==> config.mk <==
export PLATFORM = sky130hd
export DESIGN_NAME = fifo_round_robin_writer
export DESIGN_NICKNAME = d
export VERILOG_FILES = /design/src/rtl/fifo_round_robin_writer.sv
export SDC_FILE = /design/constraint.sdc
export NUM_CORES = 1
export LEC_CHECK = 0
export ABC_CLOCK_PERIOD_IN_PS = 4930
export CORE_AREA = 2 2 89 91
export DETAILED_ROUTE_END_ITERATION = 12
export DIE_AREA = 0 0 91 93
export PLACE_DENSITY_LB_ADDON = 0.12
export SYNTH_ARGS = -nofsm -noshare
export SYNTH_HDL_FRONTEND = slang
export SYNTH_SLANG_ARGS = --single-unit
==> constraint.sdc <==
create_clock -name clock -period 4.93 [get_ports clock]
set_input_delay 0.986 -clock clock [delete_from_list [all_inputs] [get_ports clock]]
set_output_delay 0.986 -clock clock [all_outputs]
set_load 0.005 [all_outputs]
==> src/rtl/fifo_round_robin_writer.sv <==
// fifo_round_robin_writer
//   Round-robin arbiter that shares the write port of a single-clock FIFO
//   between NUM_REQUESTERS valid/ready sources. The winning word is written
//   to the FIFO through registered write_enable/data_in one cycle after the
//   accept. Grants are throttled from full/almost_full so that a write is
//   never presented to a full FIFO, counting the write still in flight.
//   Optional packet locking is enabled by defining FIFO_ARB_PACKET_EN: once a
//   source wins with req_last=0 it keeps the port until it sends req_last=1.
module fifo_round_robin_writer #(
  parameter int NUM_REQUESTERS  = 4,
  parameter int LOG2_OF_NUM_REQ = 2,
  parameter int DATA_WIDTH      = 8
) (
  input  logic                                 clock,
  input  logic                                 reset,
  input  logic [NUM_REQUESTERS-1:0]            req_valid,
  input  logic [NUM_REQUESTERS*DATA_WIDTH-1:0] req_data,
  input  logic [NUM_REQUESTERS-1:0]            req_last,
  output logic [NUM_REQUESTERS-1:0]            req_ready,
  input  logic                                 fifo_full,
  input  logic                                 fifo_almost_full,
  output logic                                 fifo_write_enable,
  output logic [DATA_WIDTH-1:0]                fifo_data_in,
  output logic [LOG2_OF_NUM_REQ-1:0]           grant_index,
  output logic [31:0]                          stall_count
);

  // One extra bit so pointer + offset can exceed NUM_REQUESTERS-1 before wrap.
  localparam int SUM_W = LOG2_OF_NUM_REQ + 1;

  logic [LOG2_OF_NUM_REQ-1:0] ptr_q;
  logic [LOG2_OF_NUM_REQ-1:0] ptr_d;
  logic                       we_q;
  logic [DATA_WIDTH-1:0]      data_q;
  logic [LOG2_OF_NUM_REQ-1:0] grant_q;
  logic [31:0]                stall_q;
  logic [31:0]                stall_d;

  logic [DATA_WIDTH-1:0]      req_word [NUM_REQUESTERS];
  logic                       scan_found;
  logic [LOG2_OF_NUM_REQ-1:0] scan_win;
  logic [SUM_W-1:0]           scan_sum;
  logic [LOG2_OF_NUM_REQ-1:0] scan_idx;
  logic                       found;
  logic [LOG2_OF_NUM_REQ-1:0] win_idx;
  logic                       accept_ok;
  logic                       accept;

  // Unpack the flat data bus into one word per source.
  for (genvar gi = 0; gi < NUM_REQUESTERS; gi++) begin : g_word
    assign req_word[gi] = req_data[gi*DATA_WIDTH +: DATA_WIDTH];
  end

  // Circular scan starting at the priority pointer; first valid source wins.
  always_comb begin
    scan_found = 1'b0;
    scan_win   = '0;
    scan_sum   = '0;
    scan_idx   = '0;
    for (int k = 0; k < NUM_REQUESTERS; k++) begin
      scan_sum = {1'b0, ptr_q} + SUM_W'(k);
      if (scan_sum >= SUM_W'(NUM_REQUESTERS)) begin
        scan_sum = scan_sum - SUM_W'(NUM_REQUESTERS);
      end
      scan_idx = scan_sum[LOG2_OF_NUM_REQ-1:0];
      if (!scan_found && req_valid[scan_idx]) begin
        scan_found = 1'b1;
        scan_win   = scan_idx;
      end
    end
  end

`ifdef FIFO_ARB_PACKET_EN
  typedef enum logic {IDLE, LOCKED} state_t;

  state_t                     state_q;
  logic [LOG2_OF_NUM_REQ-1:0] locked_q;

  // While a packet is open only its owner may be granted.
  assign found   = (state_q == LOCKED) ? req_valid[locked_q] : scan_found;
  assign win_idx = (state_q == LOCKED) ? locked_q : scan_win;
`else
  // Word-granular arbitration: packet boundaries are irrelevant.
  logic unused_last;
  assign unused_last = ^req_last;
  assign found       = scan_found;
  assign win_idx     = scan_win;
`endif

  // A write already in flight into an almost-full FIFO fills it, so hold off.
  assign accept_ok = ~fifo_full & ~(fifo_almost_full & we_q);
  assign accept    = ~reset & found & accept_ok;

  // Ready goes only to the winner, and only when the FIFO can take the word.
  for (genvar gi = 0; gi < NUM_REQUESTERS; gi++) begin : g_ready
    assign req_ready[gi] = accept & (win_idx == LOG2_OF_NUM_REQ'(gi));
  end

  // Next priority pointer and saturating stall counter.
  always_comb begin
    ptr_d = (win_idx == LOG2_OF_NUM_REQ'(NUM_REQUESTERS - 1)) ? '0 : win_idx + 1'b1;
    stall_d = stall_q;
    if ((|req_valid) && !accept && (stall_q != 32'hFFFF_FFFF)) begin
      stall_d = stall_q + 32'd1;
    end
  end

  // Registered FIFO write port, pointer rotation, stall counting and packet FSM.
  always_ff @(posedge clock) begin
    if (reset) begin
      ptr_q    <= '0;
      we_q     <= 1'b0;
      data_q   <= '0;
      grant_q  <= '0;
      stall_q  <= '0;
`ifdef FIFO_ARB_PACKET_EN
      state_q  <= IDLE;
      locked_q <= '0;
`endif
    end else begin
      we_q    <= accept;
      stall_q <= stall_d;
      if (accept) begin
        data_q  <= req_word[win_idx];
        grant_q <= win_idx;
        ptr_q   <= ptr_d;
      end
`ifdef FIFO_ARB_PACKET_EN
      if (accept) begin
        case (state_q)
          IDLE: begin
            if (!req_last[win_idx]) begin
              state_q  <= LOCKED;
              locked_q <= win_idx;
            end
          end
          LOCKED: begin
            if (req_last[win_idx]) begin
              state_q <= IDLE;
            end
          end
          default: state_q <= IDLE;
        endcase
      end
`endif
    end
  end

  assign fifo_write_enable = we_q;
  assign fifo_data_in      = data_q;
  assign grant_index       = grant_q;
  assign stall_count       = stall_q;

endmodule

==> results.sh <==
export IMPL_crit_required_ns=3.94
export IMPL_die_area_um2=8460
export IMPL_clk_latency_ns=0.30
export IMPL_swShare=0.230
export IMPL_grt_setup_unrepaired="no"
export IMPL_finClkSkew_ns=0.00592
export IMPL_p_switching_uw=197
export IMPL_wl_per_cell_um=14.1
export IMPL_slew_violations=0
export IMPL_setup_viol=0
export IMPL_n_antenna_cell=0
export IMPL_detail_route_antenna_nets=0
export IMPL_wirelength_um=6640
export IMPL_critPathMaxFanout=9
export IMPL_synthTopCellsByCount="45 x dfxtp_1, 25 x a21oi_1, 21 x nor2_1"
export IMPL_seq_power_share=0.453
export IMPL_slowest_stage="or4_2"
export IMPL_area_growth_pct=41.6
export IMPL_p_comb_frac=0.157
export IMPL_r2r_setup_slack_ns=2.64
export IMPL_final_layout_size_suffix_gt1_frac=0.0894
export IMPL_num_vias=2578
export IMPL_ir_worst_vdd_mv=0.127
export IMPL_fp_dieH_um=93
export IMPL_synth_top_area_share=0.354
export IMPL_start_util=0.338
export IMPL_die_w_um=91
export IMPL_synth_area_leaders="dfxtp_1 35%, mux2i_1 6.7%, a21oi_1 4.9%"
export IMPL_startpoint="req_valid[0]"
export IMPL_critPathKind="in2out"
export IMPL_grt_pass1_wl_um=11100
export IMPL_coreArea_um2=7530
export IMPL_drc=0
export IMPL_finalCriticalPeriod_ns=4.28
export IMPL_cts_setup_buffers=0
export IMPL_grt_busiest_layer="met2"
export IMPL_seq_area_frac_synth=0.354
export IMPL_finalCritPeriodShare=0.868
export IMPL_drt_iter0_markers=69
export IMPL_h_tree_depth=2
export IMPL_path_clk_slew_ns=0.08
export IMPL_first_pass_iters=4
export IMPL_met2_usage=0.265
export IMPL_row_count=32
export IMPL_worst_path_stages=7
export IMPL_maxCapViolations=0
export IMPL_total_leakage_power_nw=1.20
export IMPL_cts_buffer_depth=2
export IMPL_r2r_end="stall_count[14]"
export IMPL_cts_root_buf="clkbuf_8"
export IMPL_grt_pass1_vias=2366
export IMPL_clkSinkCount=45
export IMPL_hpwl_um=4820
export IMPL_r2r_cells=5
export IMPL_synth_edf_count=0
export IMPL_tightest_slew_ns=0.609
export IMPL_arrival_ns=3.29
export IMPL_async_flop_share=0
export IMPL_power_density_nw_per_um2=237
export IMPL_timing_final_hold_violations=0
export IMPL_maxSlewHeadroom=0.591
export IMPL_hp_class="reg2reg"
export IMPL_fin_cells=471
export IMPL_gr_usage_all_layers=0.157
export IMPL_syn_inst=285
export IMPL_io_buffers=86
export IMPL_cpLargestDelayFamily="buffers and inverters"
export IMPL_status="finished, final reports clean"
export IMPL_syn_area_per_cell_um2=8.94
export IMPL_r2r_start="stall_count[7]"
export IMPL_tritoncts="yes"
export IMPL_cp_common_cell="clkdlybuf4s50_1"
export IMPL_yosysUniqueCellTypes=53
export IMPL_endpoint="req_ready[3]"
export IMPL_cp_num_buf_inv=3
export IMPL_yosysMostFrequentCell="dfxtp_1"
export IMPL_globalplace_congestion=0.760
export IMPL_fin_nets=413
export IMPL_critPathCaptureType="output port"
export IMPL_grt_use_met1=0.190
export IMPL_via_per_inst=5.47
export IMPL_grt_overflow_total=0
export IMPL_pin_count=91
export IMPL_cts_resized=0
export IMPL_p_int_uw=659
export IMPL_syn_nets=330
export IMPL_synth_largest_area_cell="dfxtp_1"
export IMPL_cts_buffers=5
export IMPL_setup_tns_final_ns=0
export IMPL_ys_warn_count=0
export IMPL_slowest_delay_ns=0.75
export IMPL_synth_area_um2=2550
export IMPL_antenna_found_initial=0
export IMPL_dpl_cell_count=463
export IMPL_hold_buffers=0
export IMPL_yosys_register_bits=45
export IMPL_fmax_ghz=0.234
export IMPL_grt_max_degree=50
export IMPL_worstPathCellList="clkdlybuf4s50_1, or4_2, nand2_1, clkinv_1, o21ai_0, nor2_1, clkdlybuf4s50_1"
export IMPL_synth_main_ff_cell="dfxtp_1"
export IMPL_clock_power_share=0.390
export IMPL_gr_usage_met3=0.0508
export IMPL_startpoint_type="primary input"
[per-layer routing]
layer  up-vias  routed length, µm
met5         -                  0
met4         0                 62
met3         6                509
met2        88               3110
met1      1192               2960
li1       1292                  -
[power groups by stage]
stage | Sequential, mW | Combinational [mW] | Clock (mW)
finish | 0.388 | 0.134 | 0.334
floorplan | 0.395 | 0.0638 | 0
global placement | 0.396 | 0.135 | 0
CTS | 0.388 | 0.136 | 0.340
global route | 0.391 | 0.148 | 0.354
detailed placement | 0.396 | 0.135 | 0
[through the flow]
| stage | power (mW) | hold WS [ns] | instance area (µm²) | util | worst slack, ns |
|---|---|---|---|---|---|
| after floorplan | 0.459 | 0.453 | 2550 | - | 1.72 |
| after global placement | 0.531 | 0.442 | 3470 | 0.461 | 0.676 |
| after detailed placement | 0.531 | 0.451 | 3470 | 0.461 | 0.637 |
| after CTS | 0.864 | 0.463 | 3610 | 0.479 | 0.616 |
| after global routing | 0.893 | 0.511 | 3610 | 0.479 | 0.410 |
| final | 0.856 | 0.464 | 3610 | 0.479 | 0.650 |
[worst min-delay path by stage]
stage                endpoint           start  slack [ns]  cells after the start
6_report       grant_index[0]  grant_index[0]        0.46                      2
5_1_grt        grant_index[1]  grant_index[1]        0.51                      2
4_1_cts        grant_index[0]  grant_index[0]        0.46                      2
3_5_place_dp   grant_index[0]  grant_index[0]        0.45                      2
3_3_place_gp   grant_index[1]  grant_index[1]        0.44                      2
2_1_floorplan  grant_index[0]  grant_index[0]        0.45                      2
[worst min-delay path, delay by kind of cell (launching register included)]
| kind | cells | cell delay (ns) |
|---|---|---|
| DFF | 1 | 0.32 |
| and+or+nand+nor | 1 | 0.05 |
| AOI/OAI and AO/OA | 1 | 0.05 |
[registers in the layout, summed over array words and instances (netlist names)]
name	flops
stall_count	32
fifo_write_enable	1
fifo_data_in	8
grant_index	2
ptr_q	2
[cell usage in the layout (no fill, tap or decap), types with 2 or more instances in the layout]
| master | count |
|---|---|
| clkdlybuf4s50_1 | 86 |
| dfxtp_1 | 45 |
| a21oi_1 | 25 |
| nor2_1 | 20 |
| mux2i_1 | 17 |
| nand2_1 | 16 |
| nand3_1 | 13 |
| o31ai_1 | 11 |
| or4_1 | 11 |
| nand3b_1 | 8 |
| o221ai_1 | 8 |
| nor4_1 | 7 |
| nand4_1 | 7 |
| nor2b_1 | 6 |
| o21ai_0 | 6 |
| or3_1 | 6 |
| o41ai_1 | 6 |
| and3_1 | 5 |
| xnor2_1 | 5 |
| clkbuf_8 | 5 |
| and4_1 | 4 |
| inv_1 | 4 |
| buf_4 | 4 |
| a311oi_1 | 3 |
| mux2_2 | 3 |
| or4_2 | 2 |
| a211oi_1 | 2 |
| and4_4 | 2 |
| nand4_4 | 2 |
| nor3_1 | 2 |
| and3_2 | 2 |
| or4b_1 | 2 |
| or4b_2 | 2 |
| bufinv_16 | 2 |
[logic make-up after synthesis]
| logic type | Yosys count | synth area share |
|---|---|---|
| adders and majority gates | 1 | 0.00491 |
| xor gates and xnor gates | 5 | 0.0172 |
| buffers and inverters | 19 | 0.0452 |
| and+or+nand+nor | 126 | 0.313 |
| AOI/OAI and AO/OA | 69 | 0.186 |
| DFF | 45 | 0.354 |
| muxes | 20 | 0.0801 |
[layout make-up]
class | count | area [µm²]
Clock buffer | 5 | 68.8
Clock inverter | 3 | 65.1
Fill cell | 762 | 3920
Inverter | 5 | 18.8
Multi-Input combinational cell | 221 | 1530
Sequential cell | 45 | 901
Tap cell | 102 | 128
Timing Repair Buffer | 90 | 891
Power figures use the tool's default switching activity.
